[src/rtl/cpu_pkg.sv]
// Shared definitions for the 8-bit teaching CPU: condition codes, status flag
// bit positions, the branch-resolution FSM encoding and a flag merge helper.
package cpu_pkg;

  localparam logic [3:0] COND_AL = 4'd0;
  localparam logic [3:0] COND_NV = 4'd1;
  localparam logic [3:0] COND_EQ = 4'd2;
  localparam logic [3:0] COND_NE = 4'd3;
  localparam logic [3:0] COND_MI = 4'd4;
  localparam logic [3:0] COND_PL = 4'd5;
  localparam logic [3:0] COND_VS = 4'd6;
  localparam logic [3:0] COND_VC = 4'd7;
  localparam logic [3:0] COND_CS = 4'd8;
  localparam logic [3:0] COND_CC = 4'd9;
  localparam logic [3:0] COND_LT = 4'd10;
  localparam logic [3:0] COND_GE = 4'd11;
  localparam logic [3:0] COND_GT = 4'd12;
  localparam logic [3:0] COND_LE = 4'd13;
  localparam logic [3:0] COND_HI = 4'd14;
  localparam logic [3:0] COND_LS = 4'd15;

  localparam int unsigned FLAG_C = 32'd4;
  localparam int unsigned FLAG_V = 32'd3;
  localparam int unsigned FLAG_S = 32'd2;
  localparam int unsigned FLAG_N = 32'd1;
  localparam int unsigned FLAG_Z = 32'd0;

  typedef enum logic [0:0] {
    ST_IDLE = 1'b0,
    ST_RESP = 1'b1
  } state_e;

  // Bits selected by the mask come from the incoming flags, the rest are kept.
  function automatic logic [4:0] f_merge_flags(input logic [4:0] i_in_flags,
                                               input logic [4:0] i_cur_flags,
                                               input logic [4:0] i_mask);
    return (i_in_flags & i_mask) | (i_cur_flags & ~i_mask);
  endfunction

endpackage

[src/rtl/alu_flag_unit_cond_eval.sv]
// cond_eval: purely combinational branch condition decoder over a {C,V,S,N,Z}
// flag vector.
module cond_eval
  import cpu_pkg::*;
(
  input  logic [3:0] i_cond,
  input  logic [4:0] i_flags,
  output logic       o_taken
);

  logic w_c;
  logic w_v;
  logic w_n;
  logic w_z;
  logic w_lt;
  logic w_unused_s;

  assign w_c        = i_flags[FLAG_C];
  assign w_v        = i_flags[FLAG_V];
  assign w_n        = i_flags[FLAG_N];
  assign w_z        = i_flags[FLAG_Z];
  assign w_lt       = w_n ^ w_v;
  assign w_unused_s = i_flags[FLAG_S];

  // Condition code decode
  always_comb begin
    o_taken = 1'b0;
    case (i_cond)
      COND_AL: o_taken = 1'b1;
      COND_NV: o_taken = 1'b0;
      COND_EQ: o_taken = w_z;
      COND_NE: o_taken = ~w_z;
      COND_MI: o_taken = w_n;
      COND_PL: o_taken = ~w_n;
      COND_VS: o_taken = w_v;
      COND_VC: o_taken = ~w_v;
      COND_CS: o_taken = w_c;
      COND_CC: o_taken = ~w_c;
      COND_LT: o_taken = w_lt;
      COND_GE: o_taken = ~w_lt;
      COND_GT: o_taken = ~w_z & ~w_lt;
      COND_LE: o_taken = w_z | w_lt;
      COND_HI: o_taken = w_c & ~w_z;
      COND_LS: o_taken = ~w_c | w_z;
      default: o_taken = 1'b0;
    endcase
  end

endmodule

[src/rtl/alu_flag_unit.sv]
// alu_flag_unit: accumulator/status capture and branch resolution for the 8-bit CPU.
// Define ALU_FLAG_STACK_EN to build the 4-entry flag save/restore stack.
module alu_flag_unit
  import cpu_pkg::*;
(
  input  logic       i_clk,
  input  logic       i_reset,
  input  logic       i_res_valid,
  input  logic [7:0] i_res,
  input  logic       i_s,
  input  logic       i_v,
  input  logic       i_n,
  input  logic       i_z,
  input  logic       i_c,
  input  logic [4:0] i_flag_we,
  input  logic       i_cond_valid,
  input  logic [3:0] i_cond,
  output logic       o_cond_ready,
  output logic       o_taken_valid,
  output logic       o_taken,
  input  logic       i_taken_ack,
  input  logic       i_push,
  input  logic       i_pop,
  output logic       o_stack_full,
  output logic       o_stack_empty,
  output logic       o_stack_err,
  output logic [7:0] o_acc,
  output logic [4:0] o_flags
);

  state_e     r_state;
  state_e     w_state_nxt;
  logic [7:0] r_acc;
  logic [4:0] r_flags;
  logic [4:0] w_in_flags;
  logic [4:0] w_merged_flags;
  logic [4:0] w_next_flags;
  logic       r_taken;
  logic       w_eval_taken;

  assign w_in_flags = {i_c, i_v, i_s, i_n, i_z};

  // Flags as they will be after this edge's ALU write
  always_comb begin
    w_merged_flags = r_flags;
    if (i_res_valid) begin
      w_merged_flags = f_merge_flags(w_in_flags, r_flags, i_flag_we);
    end else begin
      w_merged_flags = r_flags;
    end
  end

`ifdef ALU_FLAG_STACK_EN
  logic [4:0] r_stack [0:3];
  logic [2:0] r_sp;
  logic       r_err;
  logic       w_do_push;
  logic       w_do_pop;
  logic [1:0] w_top_idx;

  // Simultaneous push and pop cancel out entirely.
  assign w_do_push = i_push & ~i_pop;
  assign w_do_pop  = i_pop & ~i_push;
  assign w_top_idx = r_sp[1:0] - 2'd1;

  // A valid pop takes precedence over the ALU flag write
  always_comb begin
    w_next_flags = w_merged_flags;
    if (w_do_pop && (r_sp != 3'd0)) begin
      w_next_flags = r_stack[w_top_idx];
    end else begin
      w_next_flags = w_merged_flags;
    end
  end

  // Flag stack storage, pointer and sticky error
  always_ff @(posedge i_clk) begin
    if (i_reset) begin
      r_sp  <= 3'd0;
      r_err <= 1'b0;
      for (int i = 0; i < 4; i++) begin
        r_stack[i] <= 5'd0;
      end
    end else if (w_do_push) begin
      if (r_sp == 3'd4) begin
        r_err <= 1'b1;
      end else begin
        r_stack[r_sp[1:0]] <= r_flags;
        r_sp               <= r_sp + 3'd1;
      end
    end else if (w_do_pop) begin
      if (r_sp == 3'd0) begin
        r_err <= 1'b1;
      end else begin
        r_sp <= r_sp - 3'd1;
      end
    end else begin
      r_sp <= r_sp;
    end
  end

  assign o_stack_full  = (r_sp == 3'd4);
  assign o_stack_empty = (r_sp == 3'd0);
  assign o_stack_err   = r_err;
`else
  logic w_unused_stack;

  assign w_unused_stack = i_push ^ i_pop;
  assign w_next_flags   = w_merged_flags;
  assign o_stack_full   = 1'b0;
  assign o_stack_empty  = 1'b1;
  assign o_stack_err    = 1'b0;
`endif

  cond_eval u_cond_eval (
    .i_cond  (i_cond),
    .i_flags (w_next_flags),
    .o_taken (w_eval_taken)
  );

  // Accumulator and status register capture
  always_ff @(posedge i_clk) begin
    if (i_reset) begin
      r_acc   <= 8'd0;
      r_flags <= 5'd0;
    end else begin
      r_flags <= w_next_flags;
      if (i_res_valid) begin
        r_acc <= i_res;
      end else begin
        r_acc <= r_acc;
      end
    end
  end

  // Request FSM state register
  always_ff @(posedge i_clk) begin
    if (i_reset) begin
      r_state <= ST_IDLE;
    end else begin
      r_state <= w_state_nxt;
    end
  end

  // Request FSM next-state
  always_comb begin
    w_state_nxt = r_state;
    case (r_state)
      ST_IDLE: begin
        if (i_cond_valid) begin
          w_state_nxt = ST_RESP;
        end else begin
          w_state_nxt = ST_IDLE;
        end
      end
      ST_RESP: begin
        if (i_taken_ack) begin
          w_state_nxt = ST_IDLE;
        end else begin
          w_state_nxt = ST_RESP;
        end
      end
      default: w_state_nxt = ST_IDLE;
    endcase
  end

  // Decision is latched only on acceptance and then held through RESP
  always_ff @(posedge i_clk) begin
    if (i_reset) begin
      r_taken <= 1'b0;
    end else if ((r_state == ST_IDLE) && i_cond_valid) begin
      r_taken <= w_eval_taken;
    end else begin
      r_taken <= r_taken;
    end
  end

  assign o_cond_ready  = (r_state == ST_IDLE);
  assign o_taken_valid = (r_state == ST_RESP);
  assign o_taken       = r_taken;
  assign o_acc         = r_acc;
  assign o_flags       = r_flags;

endmodule

[config.mk]
export PLATFORM = sky130hd
export DESIGN_NAME = alu_flag_unit
export DESIGN_NICKNAME = d
export VERILOG_FILES = /design/src/rtl/cpu_pkg.sv /design/src/rtl/alu_flag_unit_cond_eval.sv /design/src/rtl/alu_flag_unit.sv
export SDC_FILE = /design/constraint.sdc
export NUM_CORES = 1
export LEC_CHECK = 0
export BUFFER_PORTS_ARGS = -buffer_cell sky130_fd_sc_hd__buf_2
export CORE_MARGIN = 1.5
export CORE_UTILIZATION = 44
export CTS_CLUSTER_DIAMETER = 30
export DETAILED_ROUTE_END_ITERATION = 6
export PLACE_DENSITY = 0.82
export SYNTH_ARGS = -nofsm -noshare
export SYNTH_HDL_FRONTEND = slang
export SYNTH_SLANG_ARGS = --single-unit
[constraint.sdc]
create_clock -name i_clk -period 2.83 [get_ports i_clk]
set_input_delay 0.566 -clock i_clk [delete_from_list [all_inputs] [get_ports i_clk]]
set_output_delay 0.566 -clock i_clk [all_outputs]
set_load 0.02 [all_outputs]
==> results.sh, run 1 <==
export IMPL_power_density_nw_per_um2=467.5
export IMPL_synthXorXnorAreaFrac_pct=3.431
export IMPL_startpoint_type="input pin"
export IMPL_critPathLaunch="i_res_valid"
export IMPL_finalHoldViolations=0
export IMPL_wl_met2_um=785
export IMPL_vdd_ir_drop_max_mv=0.3635
export IMPL_synth_area_per_cell_um2=8.904
export IMPL_holdWs_ns=0.4523
export IMPL_ant_nets=0
export IMPL_gp_congestion=0.7013
export IMPL_status="complete, but fails checks"
export IMPL_synthCells=86
export IMPL_period_minus_slack_ns=1.813
export IMPL_grt_total_usage_pct=18.08
export IMPL_fin_nets=157
export IMPL_dieArea_um2=1999
export IMPL_clk_latency_ns=0.29
export IMPL_period_share_pct=64.05
export IMPL_max_freq_mhz=551.7
export IMPL_synthFlopType="dfxtp_1"
export IMPL_p_leak_nw=0.5184
export IMPL_cts_setup_buffers=0
export IMPL_overflow=0
export IMPL_synth_edf_count=0
export IMPL_die_h_um=44.72
export IMPL_drc=5
export IMPL_clock_path_buffers=2
export IMPL_synth_top_family_by_area="simple AND/OR/NAND/NOR gates"
export IMPL_drt_vias_per_instance=5.056
export IMPL_grt_max_degree=16
export IMPL_drive_above_1_share_pct=39.37
export IMPL_io_buffer_count=42
export IMPL_reg2reg_depth=5
export IMPL_dpl_hpwl_um=1258
export IMPL_holdBufCountCts=0
export IMPL_dr_total_vias=723
export IMPL_area_delta_synth_final_pct=30.23
export IMPL_grt_pass1_wl_um=2532
export IMPL_r2r_end="o_taken$_SDFFE_PP0P_"
export IMPL_cp_endpoint="o_taken$_SDFFE_PP0P_"
export IMPL_worst_slack_ns=1.018
export IMPL_muxShareOfSynthArea_pct=17.97
export IMPL_synthSimpleGateAreaFrac_pct=23.04
export IMPL_cts_sinks=15
export IMPL_core_um2=1559
export IMPL_wirelength_um=1637
export IMPL_ioPinCount=48
export IMPL_drv_slew=0
export IMPL_avgRoutedWirePerCell_um=11.45
export IMPL_cts_buffers=3
export IMPL_yosys_area_top_type="dfxtp_1"
export IMPL_routed_wl_met3_um=149
export IMPL_endpoint_kind="register"
export IMPL_async_flop_share_pct=0
export IMPL_place_ws_ns=0.6896
export IMPL_grt_pass1_vias=652
export IMPL_yosysTopAreaCellShare_pct=39.22
export IMPL_ctsHtreeMaxLevel=1
export IMPL_diodes=0
export IMPL_met1_length_um=678
export IMPL_path_class="in2reg"
export IMPL_firstDrtPassIters=6
export IMPL_dieWidth_um=44.72
export IMPL_synth_fa_ha_area_share_pct=0
export IMPL_setup_viol=0
export IMPL_yosysMostFrequentCell="dfxtp_1"
export IMPL_core_rowCount=14
export IMPL_antenna_found_initial=0
export IMPL_first_iter_violations=17
export IMPL_synth_warnings=0
export IMPL_start_util_pct=49.12
export IMPL_rsz0062_at_grt="no"
export IMPL_cts_root_buf="clkbuf_4"
export IMPL_violations="DRC"
export IMPL_ys_types=29
export IMPL_path_max_fanout=5
export IMPL_final_core_util_pct=63.96
export IMPL_tns_ns=0
export IMPL_synth_common_cells="15 x dfxtp_1, 13 x nor2_1, 11 x mux2i_1, 7 x nand2_1"
export IMPL_worstPathRequired_ns=3.01
export IMPL_ys_seq_area_share_pct=39.22
export IMPL_reg2reg_setup_slack_ns=1.24
export IMPL_hold_depth=2
export IMPL_max_cap_violations=0
export IMPL_highest_layer="met4"
export IMPL_hold_path_class="in2reg"
export IMPL_cts_tree="done"
export IMPL_ctsResizeCount=0
export IMPL_ys_ff_latch=15
export IMPL_syn_cell_area_um2=765.7
export IMPL_clk_pin_slew_ns=0.09
export IMPL_synthTopCellsByArea="dfxtp_1 39%, mux2i_1 14%, nor2_1 6.4%"
export IMPL_rr_startpoint="o_flags[4]$_SDFF_PP0_"
export IMPL_synth_compound_area_share_pct=9.477
export IMPL_fin_skew_ns=0.008260
export IMPL_crit_arrival_ns=1.99
[logic make-up (layout without fill, tap and decap cells)]
kind of cell              after synthesis  count (layout)
xor gates and xnor gates                3               3
AOI/OAI and AO/OA                       9               9
DFF                                    15              15
other                                   2               3
muxes                                  13              13
and+or+nand+nor                        35              35
buffers and inverters                   9              49
[area by class of cell]
class	count	area, um2
fill	152	561.8
multi-input combinational	63	424.2
sequential	15	300.3
timing repair buffer	43	217.7
clock buffer	3	22.52
tap	16	20.02
inverter	2	7.507
clock inverter	1	5.005
[registers in the layout, indices dropped and copies added (netlist names), named ones only]
signal and flops:
o_acc 8, o_flags 4, o_taken 1, o_taken_valid 1
[metrics by stage]
stage	cell area [um2]	total power, mW	instances
after floorplan	769.5	0.3102	87
after global placement	969.7	0.3461	139
after detailed placement	969.7	0.3494	139
after CTS	997.2	0.4748	143
after global routing	997.2	0.4979	143
final	997.2	0.4662	143
[layer usage]
metal | up-vias | track usage [%]
met5 | - | 0
met4 | 0 | 9.091
met3 | 2 | 7.600
met2 | 32 | 31.30
met1 | 312 | 18.50
li1 | 377 | -
[worst max-delay path, stage by stage]
cell and delay (ns):
buf_2 0.13, nand2_1 0.08, mux2i_1 0.32, nor4_1 0.08, or4_1 0.52, a211oi_1 0.19, o211ai_1 0.10
[how the worst min path moves through the flow]
| stage | end | startpoint |
|---|---|---|
| final | o_taken_valid$_SDFF_PP0_ | i_taken_ack |
| after global placement | register | register |
| after floorplan | register | register |
| after CTS | o_taken_valid$_SDFF_PP0_ | i_taken_ack |
| after global routing | o_taken_valid$_SDFF_PP0_ | i_taken_ack |
| after detailed placement | register | register |
[layout by cell type (no fill, tap or decap), types with 2 or more instances in the layout]
| cell type | n |
|---|---|
| mux2i_2 | 2 |
| nor4b_1 | 2 |
| clkbuf_4 | 3 |
| conb_1 | 3 |
| nor2_1 | 13 |
| nand3_1 | 3 |
| nor4_1 | 2 |
| a211oi_1 | 2 |
| inv_1 | 2 |
| mux2i_1 | 11 |
| nand2_1 | 7 |
| xnor2_1 | 2 |
| dfxtp_1 | 15 |
| nor2b_1 | 2 |
| nand2b_1 | 2 |
| buf_2 | 42 |
[where the power goes]
group	switching, mW	leakage, nW	internal [mW]	total (mW)
Sequential	0.00647	0.124	0.224	0.230
Combinational	0.0643	0.377	0.0490	0.113
Clock	0.0698	0.0177	0.0525	0.122
Total	0.141	0.518	0.326	0.466
Note: power is estimated with default switching activity, not from simulation.
==> inputs of run 2 (changes only) <==
ABC_AREA = 1   (was default)
CORE_UTILIZATION = 43   (was 44)
PLACE_DENSITY = 0.77   (was 0.82)
clock period = 1.72 ns   (was 2.83 ns; I/O delays follow)
==> results.sh, run 2 <==
export IMPL_period_share_pct=67.95
export IMPL_firstDrtPassIters=4
export IMPL_drv_slew=0
export IMPL_diodes=0
export IMPL_largest_reg_flops=8
export IMPL_ioPinCount=48
export IMPL_clock_path_buffers=2
export IMPL_r2r_end="o_taken$_SDFFE_PP0P_"
export IMPL_place_ws_ns=0.2708
export IMPL_drc=0
export IMPL_hold_path_class="in2reg"
export IMPL_intPower_mw=0.5507
export IMPL_crit_arrival_ns=0.82
export IMPL_p_leak_nw=0.6664
export IMPL_fin_nets=213
export IMPL_rr_startpoint="o_flags[0]$_SDFF_PP0_"
export IMPL_dieWidth_um=48.45
export IMPL_wirelength_um=1990
export IMPL_yosys_area_top_type="dfxtp_1"
export IMPL_ys_seq_area_share_pct=33.80
export IMPL_area_delta_synth_final_pct=27.47
export IMPL_dpl_hpwl_um=1615
export IMPL_reg2reg_setup_slack_ns=0.58
export IMPL_synthTopCellsByArea="dfxtp_1 34%, nand2_1 13%, nor2_1 11%"
export IMPL_final_cell_mix="42 x buf_2, 30 x nand2_1, 27 x nor2_1"
export IMPL_tns_ns=0
export IMPL_multi_input_area_um2=471.7
export IMPL_ctsHtreeMaxLevel=1
export IMPL_finalPower_mw=0.8179
export IMPL_ant_nets=0
export IMPL_p_sw_mw=0.2672
export IMPL_holdWs_ns=0.2848
export IMPL_ys_types=17
export IMPL_grt_pass1_vias=886
export IMPL_layout_commonest_cell="buf_2"
export IMPL_synth_common_cells="30 x nand2_1, 27 x nor2_1, 19 x inv_1, 15 x dfxtp_1, 9 x o21ai_0"
export IMPL_core_um2=1962
export IMPL_grt_pass1_wl_um=3546
export IMPL_rsz0062_at_grt="no"
export IMPL_start_util_pct=45.28
export IMPL_first_iter_violations=10
export IMPL_finalHoldViolations=0
export IMPL_synth_warnings=0
export IMPL_overflow=0
export IMPL_syn_cell_area_um2=888.4
export IMPL_placed_cells=206
export IMPL_placed_cell_area_um2=1106
export IMPL_min_delay_start="i_res[3]"
export IMPL_final_cell_area_um2=1132
export IMPL_cts_buffers=3
export IMPL_avgRoutedWirePerCell_um=9.476
export IMPL_seq_area_um2=300.3
export IMPL_cts_setup_buffers=0
export IMPL_setup_viol=0
export IMPL_worstPathRequired_ns=1.38
export IMPL_fill_cells=215
export IMPL_clk_pin_slew_ns=0.09
export IMPL_cts_sinks=15
export IMPL_die_h_um=48.45
export IMPL_status="finished, final reports clean"
export IMPL_synth_edf_count=0
export IMPL_final_cells=210
export IMPL_vdd_ir_drop_max_mv=0.4403
export IMPL_max_cap_violations=0
export IMPL_endpoint_kind="output port"
export IMPL_gp_congestion=0.8786
export IMPL_drt_vias_per_instance=4.538
export IMPL_startpoint_type="register"
export IMPL_clk_latency_ns=0.27
export IMPL_synthFlopType="dfxtp_1"
export IMPL_period_minus_slack_ns=1.169
export IMPL_async_flop_share_pct=0
export IMPL_core_rowCount=16
export IMPL_path_max_fanout=3
export IMPL_dieArea_um2=2347
export IMPL_dr_total_vias=953
export IMPL_worst_slack_ns=0.5513
export IMPL_synth_area_per_cell_um2=6.345
export IMPL_antenna_found_initial=0
export IMPL_grt_total_usage_pct=18.66
export IMPL_cts_tree="done"
export IMPL_comb_power_share_pct=29.7
export IMPL_hold_depth=3
export IMPL_synthCells=140
export IMPL_io_buffer_count=42
export IMPL_ctsResizeCount=0
export IMPL_path_class="reg2out"
export IMPL_cts_root_buf="clkbuf_4"
export IMPL_fin_skew_ns=0.005826
export IMPL_final_core_util_pct=57.72
export IMPL_swShare_pct=32.67
export IMPL_holdBufCountCts=0
export IMPL_hold_path_endpoint="o_acc[3]$_SDFFE_PP0P_"
export IMPL_ys_ff_latch=15
export IMPL_power_density_nw_per_um2=722.3
export IMPL_p_clk_share_pct=23.6
export IMPL_max_freq_mhz=855.7
export IMPL_yosysMostFrequentCell="nand2_1"
export IMPL_reg2reg_depth=9
export IMPL_drive_above_1_share_pct=34.43
export IMPL_p_seq_share_pct=46.7
export IMPL_yosysTopAreaCellShare_pct=33.80
export IMPL_grt_max_degree=12
-- run 2: cell count changes after synthesis, moves of 4 or more --
cell / delta
mux2i_1: -11
nand2_1: +23
inv_1: +17
o21ai_0: +9
a21oi_1: +5
nand2_2: +7
nor2_1: +14
nand3_1: +5
nand3_2: +4
-- run 2: how the worst max path moves through the flow --
| stage | from | endpoint | slack, ns |
|---|---|---|---|
| 5_1_grt | i_res_valid | o_taken$_SDFFE_PP0P_ | 0.40 |
| 6_report | o_taken_valid$_SDFF_PP0_ | o_cond_ready | 0.55 |
| 2_1_floorplan | i_res_valid | o_taken$_SDFFE_PP0P_ | 0.55 |
| 3_5_place_dp | i_res_valid | o_taken$_SDFFE_PP0P_ | 0.27 |
| 4_1_cts | o_taken_valid$_SDFF_PP0_ | o_cond_ready | 0.53 |
| 3_3_place_gp | i_res_valid | o_taken$_SDFFE_PP0P_ | 0.30 |
-- run 2: logic make-up after synthesis --
kind of cell | after synthesis | share of synthesized area [%]
buffers and inverters | 27 | 13.52
AND/OR/NAND/NOR | 80 | 42.54
flip-flops | 15 | 33.80
AO/OA/AOI/OAI | 16 | 9.296
other | 2 | 0.8454
-- run 2: worst max-delay path, stage by stage (launching register included) --
cell and delay, ns:
dfxtp_1 0.31, inv_1 0.08, buf_2 0.17
-- run 2: power by group through the flow --
stage          clock network [mW]  registers [mW]  logic [mW]
6_report                    0.193           0.382       0.243
5_1_grt                     0.218           0.386       0.274
4_1_cts                     0.204           0.382       0.245
3_5_place_dp                    0           0.390       0.243
3_3_place_gp                    0           0.389       0.236
2_1_floorplan                   0           0.420       0.136
-- run 2: layout make-up --
type,count,area share [%]
clock buffers,4,2.320
flip-flops and latches,15,26.52
multi-input cells,99,41.66
well taps,27,2.983
inverters,22,7.293
repair buffers,43,19.23
-- run 2: routing by layer --
layer | vias up | routed length (um) | GRT usage (%)
li1 | 507 | - | -
met4 | 0 | 9 | 8.095
met5 | - | 0 | 0
met3 | 2 | 156 | 4.630
met1 | 406 | 852 | 22.57
met2 | 38 | 972 | 31.48
